[src/rtl/axis_arb_pkg.sv]
// axis_arb_pkg: shared types, arbitration-mode names and index helper for the frame arbiter
package axis_arb_pkg;

    typedef enum logic {IDLE, ACTIVE} arb_state_t;

    localparam string ARB_PRIORITY    = "PRIORITY";
    localparam string ARB_ROUND_ROBIN = "ROUND_ROBIN";

    function automatic logic [3:0] onehot_to_idx(input logic [15:0] oh);
        onehot_to_idx = '0;
        for (int i = 0; i < 16; i++)
            if (oh[i]) onehot_to_idx = onehot_to_idx | 4'(i);
    endfunction

endpackage

[src/rtl/axis_arb_pick.sv]
// axis_arb_pick: masked priority picker that falls back to the unmasked request vector
module axis_arb_pick
    import axis_arb_pkg::*;
#(
    parameter  int PORTS = 4,
    localparam int SEL_W = $clog2(PORTS)
) (
    input  logic [PORTS-1:0] request,
    input  logic [PORTS-1:0] mask,
    input  logic             lsb_high,
    output logic [PORTS-1:0] pick,
    output logic [SEL_W-1:0] index
);

    logic [PORTS-1:0] masked;
    logic [PORTS-1:0] src;
    logic [3:0]       idx;

    assign masked = request & mask;
    assign src    = masked != '0 ? masked : request;

    // later iterations overwrite earlier ones, so the loop ends on the highest-priority bit
    always_comb begin
        pick = '0;
        for (int i = 0; i < PORTS; i++) begin
            if (!lsb_high && src[i]) pick = PORTS'(1) << i;
            if (lsb_high && src[PORTS-1-i]) pick = PORTS'(1) << (PORTS - 1 - i);
        end
    end

    assign idx   = onehot_to_idx(16'(pick));
    assign index = idx[SEL_W-1:0];

endmodule

[src/rtl/axis_frame_arb_ctrl.sv]
// axis_frame_arb_ctrl: frame-aware arbiter driving a shared AXI-Stream mux, with stall watchdog
module axis_frame_arb_ctrl
    import axis_arb_pkg::*;
#(
    parameter  int    PORTS        = 4,
    parameter  string ARB_TYPE     = "ROUND_ROBIN",
    parameter  string LSB_PRIORITY = "HIGH",
    parameter  int    TIMEOUT      = 256,
    localparam int    SEL_W        = $clog2(PORTS)
) (
    input  logic             clk,
    input  logic             rst,
    input  logic [PORTS-1:0] request,
    input  logic             out_tvalid,
    input  logic             out_tready,
    input  logic             out_tlast,
    output logic             enable,
    output logic [SEL_W-1:0] select,
    output logic [PORTS-1:0] grant,
    output logic             grant_valid,
    output logic             timeout_err,
    output logic [15:0]      frame_cnt
);

    localparam bit RR       = ARB_TYPE == ARB_ROUND_ROBIN;
    localparam bit LSB_HIGH = LSB_PRIORITY == "HIGH";
    localparam int WD_W     = $clog2(TIMEOUT + 2);

    arb_state_t       state;
    logic [SEL_W-1:0] last_idx;
    logic [SEL_W-1:0] pick_idx;
    logic [PORTS-1:0] mask;
    logic [PORTS-1:0] pick;
    logic [WD_W-1:0]  wd_cnt;
    logic             beat;
    logic             eof;
    logic             expire;

    assign beat        = out_tvalid & out_tready;
    assign eof         = beat & out_tlast;
    assign expire      = TIMEOUT != 0 && !beat && wd_cnt == WD_W'(TIMEOUT - 1);
    assign grant_valid = enable;

    // round-robin mask keeps only ports strictly past the last winner in search order
    always_comb begin
        mask = '0;
        for (int i = 0; i < PORTS; i++)
            mask[i] = RR && (LSB_HIGH ? i > int'(last_idx) : i < int'(last_idx));
    end

    axis_arb_pick #(.PORTS(PORTS)) u_pick (
        .request  (request),
        .mask     (mask),
        .lsb_high (LSB_HIGH),
        .pick     (pick),
        .index    (pick_idx)
    );

    always_ff @(posedge clk) begin
        timeout_err <= 1'b0;
        if (rst) begin
            state     <= IDLE;
            enable    <= 1'b0;
            select    <= '0;
            grant     <= '0;
            frame_cnt <= '0;
            wd_cnt    <= '0;
            last_idx  <= LSB_HIGH ? SEL_W'(PORTS - 1) : '0;
        end else if (state == IDLE) begin
            if (request != '0) begin
                state    <= ACTIVE;
                enable   <= 1'b1;
                grant    <= pick;
                select   <= pick_idx;
                last_idx <= pick_idx;
                wd_cnt   <= '0;
            end
        end else if (eof || expire) begin
            state       <= IDLE;
            enable      <= 1'b0;
            grant       <= '0;
            select      <= '0;
            frame_cnt   <= frame_cnt + 16'(eof);
            timeout_err <= !eof;
        end else begin
            wd_cnt <= beat ? '0 : wd_cnt + 1'b1;
        end
    end

endmodule

[config.mk]
export PLATFORM = sky130hd
export DESIGN_NAME = axis_frame_arb_ctrl
export DESIGN_NICKNAME = d
export VERILOG_FILES = /design/src/rtl/axis_arb_pkg.sv /design/src/rtl/axis_arb_pick.sv /design/src/rtl/axis_frame_arb_ctrl.sv
export SDC_FILE = /design/constraint.sdc
export NUM_CORES = 1
export LEC_CHECK = 0
export ABC_AREA = 0
export CAP_MARGIN = 20
export CORE_MARGIN = 4
export CORE_UTILIZATION = 56
export CTS_CLUSTER_DIAMETER = 60
export DETAILED_ROUTE_END_ITERATION = 8
export GPL_ROUTABILITY_DRIVEN = 0
export HOLD_SLACK_MARGIN = 0.02
export PLACE_DENSITY = 0.84
export SLEW_MARGIN = 20
export SYNTH_ARGS = -nofsm -noshare
export SYNTH_HDL_FRONTEND = slang
export SYNTH_HIERARCHICAL = 1
export SYNTH_SLANG_ARGS = --single-unit
[constraint.sdc]
create_clock -name clk -period 6.19 [get_ports clk]
set_clock_uncertainty 0.05 [all_clocks]
set_input_delay 0.619 -clock clk [delete_from_list [all_inputs] [get_ports clk]]
set_output_delay 0.619 -clock clk [all_outputs]
set_load 0.02 [all_outputs]
== Word level (Yosys, flattened, before mapping) ==
Cells that the tools add are included.
W data, S select, Z words.

* Add/subtract/negate cells: 2
* $mul: 0
* Divide/modulo/power cells: 0
* Magnitude comparators: 3
* Eq/ne operators: 3
* Shift-type cells: 0
* Mux-type cells: 24
* Bitwise gates (word level): 5
* Reduce and logical (&&, ||, !) cells: 12

{| class="wikitable"
|+ Operators with widths
! kind !! number
|-
| $mux W9 || 4
|-
| $mux W4 || 8
|-
| $add A16 B1 Y16 || 1
|-
| $mux W2 || 5
|-
| $add A9 B1 Y9 const B || 1
|-
| $eq A9 B8 Y1 const B || 1
|-
| $reduce_and A2 Y1 || 4
|-
| $reduce_bool A4 Y1 || 2
|-
| $mux W1 || 7
|-
| $and A4 B4 Y4 || 1
|-
| $gt A2 B2 Y1 const A || 2
|-
| $reduce_or A3 Y1 || 1
|-
| $and A1 B1 Y1 || 2
|-
| $gt A1 B2 Y1 const A || 1
|-
| $logic_not A1 Y1 || 2
|-
| $ne A2 B1 Y1 const B || 1
|-
| $ne A2 B2 Y1 const B || 1
|-
| $not A1 Y1 || 2
|-
| $reduce_bool A2 Y1 || 1
|-
| $logic_and A1 B1 Y1 || 1
|-
| $logic_or A1 B1 Y1 || 1
|}

* Register bits after elaboration: 36
* Bits in latches: 0
* Memory bits (writable): 0
* ROM bits: 0
* Input bits: 9
* Output and inout bits: 25
* Logic and storage cells: 57
* Memories kept: 0

== Logic depth before layout (Yosys ltp) ==
* Depth after elaboration: 13
* Depth in mapped cells: 9

== Hierarchy ==
The synthesis kept the hierarchy.

{| class="wikitable"
|+ By module, submodules not included
! module !! instances !! cells an instance !! area an instance (um2)
|-
| axis_frame_arb_ctrl || 1 || 203 || 1717.9
|-
| axis_arb_pick || 1 || 28 || 191.4
|}

== Least setup slack after synthesis ==
OpenSTA, ideal clock, no wires.

* Kind: register -> register
* Start: register wd_cnt[0]
* End: register wd_cnt[5]
* Library setup time: 0.070 ns
* Data arrival time: 2.191 ns
* Required time: 6.070 ns
* Slack: 3.879 ns
* Cell stages (with the launch flop): 10
* Buffers on the path: 1
* Path through: dfxtp_1 ha_1 and3_1 and3_1 ha_1 a21boi_2 o21a_1 buf_6 or4_1 a21boi_1

* Longest elaborated chain between the ends: 5
* Elaborated cells on any way between the ends: 9
* Classes of those cells: 1 x add/sub; 2 x eq/ne; 3 x mux; 3 x reduce/logical

{| class="wikitable"
|+ Ends and longest elaborated chain
! element !! line !! source
|-
| start, declared || axis_frame_arb_ctrl.sv:34 || <nowiki>logic [WD_W-1:0] wd_cnt;</nowiki>
|-
| start signal, assigned || axis_frame_arb_ctrl.sv:86 || <nowiki>wd_cnt <= beat ? '0 : wd_cnt + 1'b1;</nowiki>
|-
| parallel branches: the longest is 5 deep, another holds $add A9 B1 Y9 || - ||
|}

Parallel ways; which one is timed is not known. The select of a mux whose other input is x is not followed.
A chain may end at the register's enable or synchronous reset.

== Worst setup path after layout ==
* Start: register wd_cnt[0]
* End: register frame_cnt[13]

* Longest elaborated chain between the ends: 4

{| class="wikitable"
|+ Ends and longest elaborated chain
! element !! line !! source
|-
| $eq A9 B8 Y1 || axis_frame_arb_ctrl.sv:41 || <nowiki>assign expire = TIMEOUT != 0 && !beat && wd_cnt == WD_W'(TIMEOUT - 1);</nowiki>
|-
| $logic_and A1 B1 Y1 || axis_frame_arb_ctrl.sv:41 ||
|-
| $logic_or A1 B1 Y1 || axis_frame_arb_ctrl.sv:78 || <nowiki>end else if (eof || expire) begin</nowiki>
|-
| $reduce_and A2 Y1 (no source line) || - ||
|-
| end signal, assigned || axis_frame_arb_ctrl.sv:83 || <nowiki>frame_cnt <= frame_cnt + 16'(eof);</nowiki>
|-
| end, declared || axis_frame_arb_ctrl.sv:22 || <nowiki>output logic [15:0] frame_cnt</nowiki>
|}

Every way passes these cells.

==> metrics.yaml <==
result_of_the_run: "complete, no violations"
die_width_um: 66.39
remaining_antenna_violation_count_after_routing: 0
worstSetupStartpointType: "register"
crit_path_max_fanout: 11
cts_made_buffers: 5
netlist.area_leader.share: 0.3775
switchingPower_uw: 121.7
htreeDepth: 2
rrSetupSlack_ns: 3.51
synth_seq_area_share: 0.3775
power_frac_clock: 0.351
final_critical_path_time_including_i_o_delays_and_setup_ns: 2.677
worst_ep_required_time_ns: 6.42
slowest_stage: "or4_1"
sw_frac_of_total: 0.2588
synth_edf_count: 0
share_seq_of_total_power: 0.516
synth.area.top_cells: "dfxtp_1, a21oi_1, nand2_1"
layout.core_utilization: 0.7452
synth_top_cells_by_count: "dfxtp_1, nand2_1, a21oi_1"
finalSetupViolCount: 0
ios: 34
combinationalPowerShare: 0.133
cts_hold_buf: 0
cp_capture_point: "frame_cnt[13]$_SDFFE_PP0P_"
tritoncts: "yes"
timing.final.hold_violations: 0
grt_pass1_wl_um: 7403
antenna_cells: 0
total_leakage_power_uw: 0.0008819
final.fill_count: 269
remaining_global_route_overflow: 0
crit-reg2reg-launch: "wd_cnt[0]$_SDFFE_PP0P_"
dp_hpwl_um: 3074
syn-cell-area_um2: 1909
grtUsageTotal: 0.2113
antenna_found_initial: 0
ys_ff_latch: 36
remaining_drc_errors: 0
num-nets-final: 283
worst_path_clk_slew_ns: 0.11
crit_path_max_incr_delay_ns: 0.58
yosys.cell_count.top_type: "dfxtp_1"
layout.cell_area.non_filler_um2: 2350
layout-area-overhead-vs-synth_pct: 23.07
ctsResizeCount: 0
fin_crit_sh: 0.4325
postCtsSetupBuffers: 0
relSlewSlack: 0.5418
critPathCaptureType: "register"
cts.path.max_buffers: 2
setup_total_negative_slack_ns: 0
drt_iter0_markers: 176
vias_per_cell: 5.796
worstReg2RegEnd: "frame_cnt[13]$_SDFFE_PP0P_"
finalWirelength_um: 4277
placement.io_buffers: 33
reg2reg_depth: 8
final_layout_size_suffix_gt1_frac: 0.04815
cts_root_buf: "clkbuf_4"
clock_sinks: 36
synth.distinct_cells: 46
holdWs_ns: 0.4276
cp.arrival_ns: 2.91
fmax_mhz: 373.5
timing.hold.worst.class: "reg2reg"
vias: 1820
synthesis.area_per_instance_um2: 8.266
p_int_uw: 348.4
die_y_um: 66.39
source_to_sink_clock_delay_at_the_later_pin_of_the_worst_skew_pair_ns: 0.34
max-vdd-ir-drop_v: 0.0001503
async_set_or_reset_register_ratio_after_synthesis: 0
synth_cells: 231
most_area_hungry_cell_type_in_the_yosys_netlist: "dfxtp_1"
vias_in_the_first_global_route: 1710
pin_count_of_the_biggest_net_entering_global_routing: 34
path_cells: "ha_1 -> and3_1 -> and3_1 -> ha_1 -> a21boi_2 -> o21ai_1 -> or4_1 -> a21oi_1"
worst_setup_path_startpoint: "wd_cnt[0]$_SDFFE_PP0P_"
synthesis.yosys.warnings: 6
detail_routed_net_length_per_standard_cell_um: 13.62
initial_utilization: 0.6056
critical_path_class: "reg2reg"
floorplan.rows: 20
placeableCoreArea_um2: 3153
power_density_nw_per_um2: 200.0
drtPass1Iterations: 4
slew_limit_fails: 0
rsz_0062_raised_after_global_routing: "no"
worst_slew_pin_slew_ns: 0.6827
max-cap-violations: 0
synth_flop_cell: "dfxtp_1"
placed_cell_area_um2: 2270
dieArea_um2: 4408
## critical path, delay by kind of cell (launching register included)
family	cells	cell delay, ns
AND/OR/NAND/NOR	3	0.96
AO/OA/AOI/OAI	3	0.76
adder cells (fa/ha/maj)	2	0.47
flip-flops	1	0.39
## cell families (layout without fill, tap and decap cells)
kind of cell	Yosys count	in the layout	synth area share
DFF	36	36	0.3775
adders and majority gates	6	6	0.03866
xor gates and xnor gates	4	4	0.01835
other	2	8	0.003933
buffers and inverters	16	49	0.04260
and+or+nand+nor	94	94	0.2641
AOI/OAI and AO/OA	70	70	0.2392
muxes	3	3	0.01573
## cell type report
class,count,area (um2),share of cell area
sequential,36,720.7,0.3067
tap,44,55.05,0.02343
inverter,7,26.28,0.01118
timing repair buffer,34,337.8,0.1438
multi-input combinational,185,1130,0.4808
clock inverter,3,42.54,0.01810
clock buffer,5,37.54,0.01597
## per-stage QoR
step | setup WS, ns | cells | power [uW]
floorplan | 3.879 | 237 | 287.8
global placement | 3.520 | 306 | 308.1
detailed placement | 3.407 | 306 | 309.1
CTS | 3.535 | 314 | 474.1
global route | 3.348 | 314 | 491.5
finish | 3.513 | 314 | 470.0
## layer usage
metal / track usage / vias to the layer above / wire, um
li1: - / 928 / -
met1: 0.2549 / 832 / 1949
met2: 0.3717 / 54 / 2045
met3: 0.04082 / 6 / 225
met4: 0.06853 / 0 / 56
met5: 0 / - / 0
## power by group through the flow
stage                     Combinational, uW  Clock (uW)  Sequential, uW
after CTS                              61.5         170             243
after detailed placement               61.2           0             248
after global placement                 60.6           0             247
after floorplan                        37.6           0             250
final                                  62.6         165             243
after global routing                   68.9         179             244
## layout by cell type (no fill, tap or decap), drive strengths merged, types with 2 or more instances in the layout
cell type / Yosys / routed
xor2: 4 / 4
nand3: 17 / 17
or4: 8 / 8
o31ai: 5 / 5
and3: 7 / 7
or3: 8 / 8
o21a: 2 / 2
a221oi: 2 / 2
conb: 2 / 8
a222oi: 2 / 2
clkdlybuf4s50: 0 / 33
o2111ai: 3 / 3
nand2: 25 / 25
o21ai: 16 / 16
and2: 2 / 2
a21oi: 22 / 22
mux2i: 3 / 3
a21boi: 5 / 5
o211ai: 3 / 3
nor2b: 3 / 3
nand4: 4 / 4
and4: 3 / 3
ha: 5 / 5
nand2b: 4 / 4
nor2: 9 / 9
inv: 7 / 7
clkbuf: 4 / 5
dfxtp: 36 / 36
a21o: 3 / 3
## flip-flops by register name, summed over array words and instances (netlist names)
name / count
frame_cnt: 16
wd_cnt: 9
grant: 4
last_idx: 2
select: 2
enable: 1
state: 1
timeout_err: 1
## worst min-delay path by stage
stage,from,endpoint,slack (ns),cells past startpoint
floorplan,wd_cnt[5]$_SDFFE_PP0P_,wd_cnt[5]$_SDFFE_PP0P_,0.40,2
global placement,grant[2]$_SDFFE_PP0P_,grant[2]$_SDFFE_PP0P_,0.41,2
detailed placement,grant[3]$_SDFFE_PP0P_,grant[3]$_SDFFE_PP0P_,0.42,2
CTS,grant[3]$_SDFFE_PP0P_,grant[3]$_SDFFE_PP0P_,0.43,2
global route,grant[0]$_SDFFE_PP0P_,grant[0]$_SDFFE_PP0P_,0.46,2
finish,grant[3]$_SDFFE_PP0P_,grant[3]$_SDFFE_PP0P_,0.43,2
Note: power is estimated with default switching activity, not from simulation.
